[src/rtl/pipe_seq_pkg.sv]
// Shared definitions for the pipeline sequencer: state encodings, state
// width and the default geometry parameters.
package pipe_seq_pkg;

  localparam int STATE_W     = 2;
  localparam int DEF_RBITS   = 5;
  localparam int DEF_NSTAGES = 5;

  localparam logic [STATE_W-1:0] ST_IDLE   = 2'b00;
  localparam logic [STATE_W-1:0] ST_RUN    = 2'b01;
  localparam logic [STATE_W-1:0] ST_STEP   = 2'b10;
  localparam logic [STATE_W-1:0] ST_HALTED = 2'b11;

endpackage

[src/rtl/hazard_detect.sv]
// Load-use hazard compare: the load in EX writes a register that the
// instruction in ID reads. Register 0 is hard-wired and never creates a hazard.
module hazard_detect
  import pipe_seq_pkg::*;
#(
  parameter int RBITS = DEF_RBITS
) (
  input  logic             ex_memread,
  input  logic [RBITS-1:0] ex_rt,
  input  logic [RBITS-1:0] id_rs,
  input  logic [RBITS-1:0] id_rt,
  output logic             stall
);

  localparam logic [RBITS-1:0] REG_ZERO = {RBITS{1'b0}};

  // Stall when a load in EX targets a non-zero register read by ID.
  always_comb begin
    stall = ex_memread & (ex_rt != REG_ZERO) & ((ex_rt == id_rs) | (ex_rt == id_rt));
  end

endmodule

[src/rtl/pipeline_sequencer.sv]
// Central controller for the 5-stage pipeline: IDLE/RUN/STEP/HALTED
// sequencing, load-use stalls, branch/halt flushes and the halt drain.
// Optional feature macro: PIPE_CYCLE_COUNT_EN (saturating advance counter on
// o_cycle_count; when undefined the output is tied to zero).
module pipeline_sequencer
  import pipe_seq_pkg::*;
#(
  parameter int NSTAGES = DEF_NSTAGES,
  parameter int RBITS   = DEF_RBITS
) (
  input  logic               i_clk,
  input  logic               i_rst,
  input  logic               i_start,
  input  logic               i_run_mode,
  input  logic               i_step,
  input  logic [RBITS-1:0]   ID_rs,
  input  logic [RBITS-1:0]   ID_rt,
  input  logic [RBITS-1:0]   EX_rt,
  input  logic               EX_memread,
  input  logic               i_branch_taken,
  input  logic               ID_haltflag,
  input  logic               WB_haltflag,
  output logic               o_pc_en,
  output logic               o_ifid_en,
  output logic               o_ifid_flush,
  output logic               o_idex_flush,
  output logic               o_pipe_en,
  output logic               o_halted,
  output logic [STATE_W-1:0] o_state,
  output logic [31:0]        o_cycle_count
);

  localparam int DW = $clog2(NSTAGES + 1);
  localparam logic [DW-1:0] DRAIN_ZERO = {DW{1'b0}};
  localparam logic [DW-1:0] DRAIN_ONE  = DW'(1);
  localparam logic [DW-1:0] DRAIN_LAST = DW'(NSTAGES - 1);
  localparam logic [DW-1:0] DRAIN_MAX  = DW'(NSTAGES);

  logic [STATE_W-1:0] state;
  logic [STATE_W-1:0] state_next;
  logic               fetch_stop;
  logic [DW-1:0]      drain_cnt;
  logic               stall;
  logic               advance;
  logic               timeout;

  hazard_detect #(.RBITS(RBITS)) u_hazard (
    .ex_memread (EX_memread),
    .ex_rt      (EX_rt),
    .id_rs      (ID_rs),
    .id_rt      (ID_rt),
    .stall      (stall)
  );

  // State register; reset returns to IDLE regardless of other events.
  always_ff @(posedge i_clk) begin
    if (i_rst) begin
      state <= ST_IDLE;
    end else begin
      state <= state_next;
    end
  end

  // Next state: halt (WB flag or drain timeout) beats a run/step mode change.
  always_comb begin
    state_next = state;
    case (state)
      ST_IDLE: begin
        if (i_start) begin
          state_next = i_run_mode ? ST_RUN : ST_STEP;
        end else begin
          state_next = ST_IDLE;
        end
      end
      ST_RUN, ST_STEP: begin
        if (WB_haltflag | timeout) begin
          state_next = ST_HALTED;
        end else if (i_run_mode) begin
          state_next = ST_RUN;
        end else begin
          state_next = ST_STEP;
        end
      end
      ST_HALTED: state_next = ST_HALTED;
      default:   state_next = ST_IDLE;
    endcase
  end

  // Mealy strobes: every strobe is gated by advance, so IDLE/HALTED read 0.
  always_comb begin
    advance      = (state == ST_RUN) | ((state == ST_STEP) & i_step);
    timeout      = advance & fetch_stop & (drain_cnt == DRAIN_LAST);
    o_pipe_en    = advance;
    o_pc_en      = advance & ~stall & ~fetch_stop & ~ID_haltflag;
    o_ifid_en    = advance & ~stall;
    o_idex_flush = advance & stall;
    o_ifid_flush = advance & ~stall & (i_branch_taken | ID_haltflag | fetch_stop);
    o_halted     = (state == ST_HALTED);
    o_state      = state;
  end

  // Fetch stop latches once a halt leaves ID; drain counts advances after it.
  always_ff @(posedge i_clk) begin
    if (i_rst) begin
      fetch_stop <= 1'b0;
      drain_cnt  <= DRAIN_ZERO;
    end else begin
      if (advance & ID_haltflag & ~stall) begin
        fetch_stop <= 1'b1;
      end else begin
        fetch_stop <= fetch_stop;
      end
      if (advance & fetch_stop & (drain_cnt != DRAIN_MAX)) begin
        drain_cnt <= drain_cnt + DRAIN_ONE;
      end else begin
        drain_cnt <= drain_cnt;
      end
    end
  end

`ifdef PIPE_CYCLE_COUNT_EN
  logic [31:0] cycle_count;

  // Saturating count of advanced cycles; no advance happens in HALTED.
  always_ff @(posedge i_clk) begin
    if (i_rst) begin
      cycle_count <= 32'd0;
    end else if (advance && (cycle_count != 32'hFFFF_FFFF)) begin
      cycle_count <= cycle_count + 32'd1;
    end else begin
      cycle_count <= cycle_count;
    end
  end

  assign o_cycle_count = cycle_count;
`else
  assign o_cycle_count = 32'd0;
`endif

endmodule
[config.mk]
export PLATFORM = sky130hd
export DESIGN_NAME = pipeline_sequencer
export DESIGN_NICKNAME = d
export VERILOG_FILES = /design/src/rtl/pipe_seq_pkg.sv /design/src/rtl/hazard_detect.sv /design/src/rtl/pipeline_sequencer.sv
export SDC_FILE = /design/constraint.sdc
export NUM_CORES = 1
export LEC_CHECK = 0
export CORE_MARGIN = 8
export CORE_UTILIZATION = 35
export CTS_CLUSTER_DIAMETER = 30
export DETAILED_ROUTE_END_ITERATION = 8
export PLACE_DENSITY_LB_ADDON = 0.25
export SLEW_MARGIN = 40
export SYNTH_ARGS = -nofsm -noshare
export SYNTH_HDL_FRONTEND = slang
export SYNTH_SLANG_ARGS = --single-unit
[constraint.sdc]
create_clock -name i_clk -period 5.7 [get_ports i_clk]
set_input_delay 1.71 -clock i_clk [delete_from_list [all_inputs] [get_ports i_clk]]
set_output_delay 1.71 -clock i_clk [all_outputs]
set_load 0.05 [all_outputs]
==> impl_metrics.env <==
export IMPL_netlist_area_leader_share_pct=30.9
export IMPL_fp_dieH_um=63.1
export IMPL_relSlewSlack_pct=66.5
export IMPL_cp_required_ns=3.99
export IMPL_rsz0062_at_grt="false"
export IMPL_cts_buffers=3
export IMPL_antenna_found_initial=0
export IMPL_nets=162
export IMPL_drive_above_1_share_pct=6.98
export IMPL_ys_seq_elements=6
export IMPL_cts_sinks=6
export IMPL_drv_slew=0
export IMPL_synthTopCellsByCount="buf_4, xnor2_1, ha_1, dfxtp_1, inv_1"
export IMPL_root_buffer="clkbuf_4"
export IMPL_top_layer_used="met3"
export IMPL_drt_antenna_violating_nets=0
export IMPL_grt_usage_pct=9.40
export IMPL_fin_crit_ns=5.30
export IMPL_area_delta_synth_final_pct=34.9
export IMPL_die_area_um2=3980
export IMPL_wl_met2_um=867
export IMPL_critical_path_class="in -> out"
export IMPL_seq_area_frac_synth_pct=15.5
export IMPL_synth_distinct_cells=24
export IMPL_grt_pass1_vias=681
export IMPL_vias=646
export IMPL_wl_met1_um=776
export IMPL_initial_core_util_pct=36.2
export IMPL_p_leak_nw=0.469
export IMPL_drtIter0Drc=24
export IMPL_cap_violations=0
export IMPL_postCtsHoldBufs=0
export IMPL_synth_edff_count=0
export IMPL_grt_max_degree=8
export IMPL_path_clk_slew_ns=0.05
export IMPL_place_gp_congestion=0.787
export IMPL_cts_resized=0
export IMPL_fillerInstances=209
export IMPL_synthFlopType="dfxtp_1"
export IMPL_syn_mean_instance_area_um2=8.09
export IMPL_crit_path_end_kind="output port"
export IMPL_crit_arrival_ns=3.59
export IMPL_setup_viol=0
export IMPL_cts_max_level=1
export IMPL_n_antenna_cell=0
export IMPL_setup_tns_ns=0
export IMPL_yosysTopAreaCell="buf_4"
export IMPL_netlist_area_um2=777
export IMPL_hold_class="reg -> reg"
export IMPL_dpl_hpwl_um=1660
export IMPL_io_pins=64
export IMPL_status="finished clean"
export IMPL_max_freq_mhz=189
export IMPL_drt_pass1_iterations=4
export IMPL_yosysWarnings=0
export IMPL_design_power_total_w=0.000341
export IMPL_grt_pass1_wl_um=3130
export IMPL_syn_inst=96
export IMPL_ir_worst_vdd_mv=0.162
export IMPL_drc=0
export IMPL_clk_insertion_delay_late_ns=0.24
export IMPL_core_rowCount=17
export IMPL_met3_length_um=230
export IMPL_finalHoldViolCount=0
export IMPL_yosys_cell_count_top_type="buf_4"
export IMPL_viasPerCell=4.11
export IMPL_crit_fanout=5
export IMPL_cts_setup_buffers=0
export IMPL_port_buffers=31
export IMPL_coreArea_um2=2150
export IMPL_post_route_period_util_pct=92.9
export IMPL_start_kind="primary input"
export IMPL_clock_skew_ns=0.00234
export IMPL_routedWlPerCell_um=11.9
export IMPL_grt_ovfl_total=0
export IMPL_power_density_nw_per_um2=326
export IMPL_cts_buffer_depth=2
export IMPL_die_w_um=63.1
export IMPL_worst_slew_pin_transition_ns=0.501
export IMPL_async_flop_share_pct=0
export IMPL_cts_tree="done"
export IMPL_wirelength_um=1870
export IMPL_synthTopCellsByArea="buf_4, dfxtp_1, xnor2_1, ha_1, inv_1"
## layout by cell type (no fill, tap or decap)
master | synthesis | layout
ha_1 | 7 | 7
clkdlybuf4s50_1 | 0 | 27
nor2_1 | 4 | 4
buf_4 | 32 | 1
o22ai_1 | 1 | 1
xnor2_1 | 11 | 11
nand3_1 | 4 | 4
nand4_1 | 1 | 1
a221oi_1 | 2 | 2
clkbuf_4 | 0 | 3
xor2_1 | 1 | 1
and3_2 | 1 | 1
or4_1 | 1 | 1
nand2_1 | 4 | 4
inv_1 | 6 | 6
and4_1 | 1 | 1
o21a_1 | 1 | 1
dfxtp_1 | 6 | 6
nand2b_1 | 2 | 2
a2bb2oi_1 | 1 | 1
a21oi_1 | 3 | 3
o31ai_1 | 2 | 2
buf_12 | 0 | 3
mux2i_1 | 1 | 1
o21ai_0 | 2 | 2
conb_1 | 1 | 32
a2111oi_2 | 1 | 1
## flip-flops by register name (all words and copies together) (netlist names)
signal	cells
drain_cnt	3
fetch_stop	1
o_state	2
## power by group
part	internal, W	total [W]	switching (W)
logic	0.0000837	0.000241	0.000158
clock network	0.0000239	0.0000397	0.0000159
registers	0.0000506	0.0000604	0.00000976
total	0.000158	0.000341	0.000183
## kinds of logic (layout without fill, tap and decap cells)
group	after synthesis	in the layout	share of synthesized area [%]
buffers and inverters	38	40	33.8
AND/OR/NAND/NOR	18	18	11.9
AO/OA/AOI/OAI	13	13	12.2
XOR/XNOR	12	12	13.5
adder cells (fa/ha/maj)	7	7	11.3
flip-flops	6	6	15.5
other	1	32	0.483
multiplexers	1	1	1.29
## final cells by class
| cell class | instances | area (µm²) | area share, % |
|---|---|---|---|
| inverter | 6 | 22.5 | 2.15 |
| sequential | 6 | 120 | 11.5 |
| timing repair buffer | 31 | 338 | 32.2 |
| tap | 28 | 35.0 | 3.34 |
| multi-input combinational | 83 | 510 | 48.7 |
| clock buffer | 3 | 22.5 | 2.15 |
## worst max-delay path, cell delays in order
cell and delay, ns:
clkdlybuf4s50_1 0.46, or4_1 0.55, o21a_1 0.24, a2111oi_2 0.43, buf_12 0.19
## metal layers
| metal | vias to the layer above | GRT usage, % |
|---|---|---|
| li1 | 322 | - |
| met3 | 0 | 4.59 |
| met2 | 43 | 16.4 |
| met4 | 0 | 3.42 |
| met1 | 281 | 9.44 |
| met5 | - | 0 |
## per-stage QoR
stage | hold slack, ns | util [%] | worst slack, ns | std cells | cell area, µm²
after floorplan | 0.490 | - | 0.478 | 127 | 893
after global placement | 0.510 | 47.8 | 0.402 | 154 | 1030
after detailed placement | 0.535 | 47.8 | 0.395 | 154 | 1030
after CTS | 0.547 | 48.8 | 0.385 | 157 | 1050
after global routing | 0.589 | 48.8 | 0.313 | 157 | 1050
final | 0.547 | 48.8 | 0.402 | 157 | 1050
## path summary, 6_finish.rpt
| check | from | depth (start not counted) | slack [ns] | to |
|---|---|---|---|---|
| hold reg to reg | drain_cnt[1] | 2 | 0.55 | drain_cnt[1] |
| setup reg to reg | o_state[0] | 7 | 3.93 | o_state[0] |
| hold / removal | drain_cnt[1] | 2 | 0.55 | drain_cnt[1] |
| setup / recovery | EX_rt[1] | 5 | 0.40 | o_pc_en |
Power figures use the tool's default switching activity.
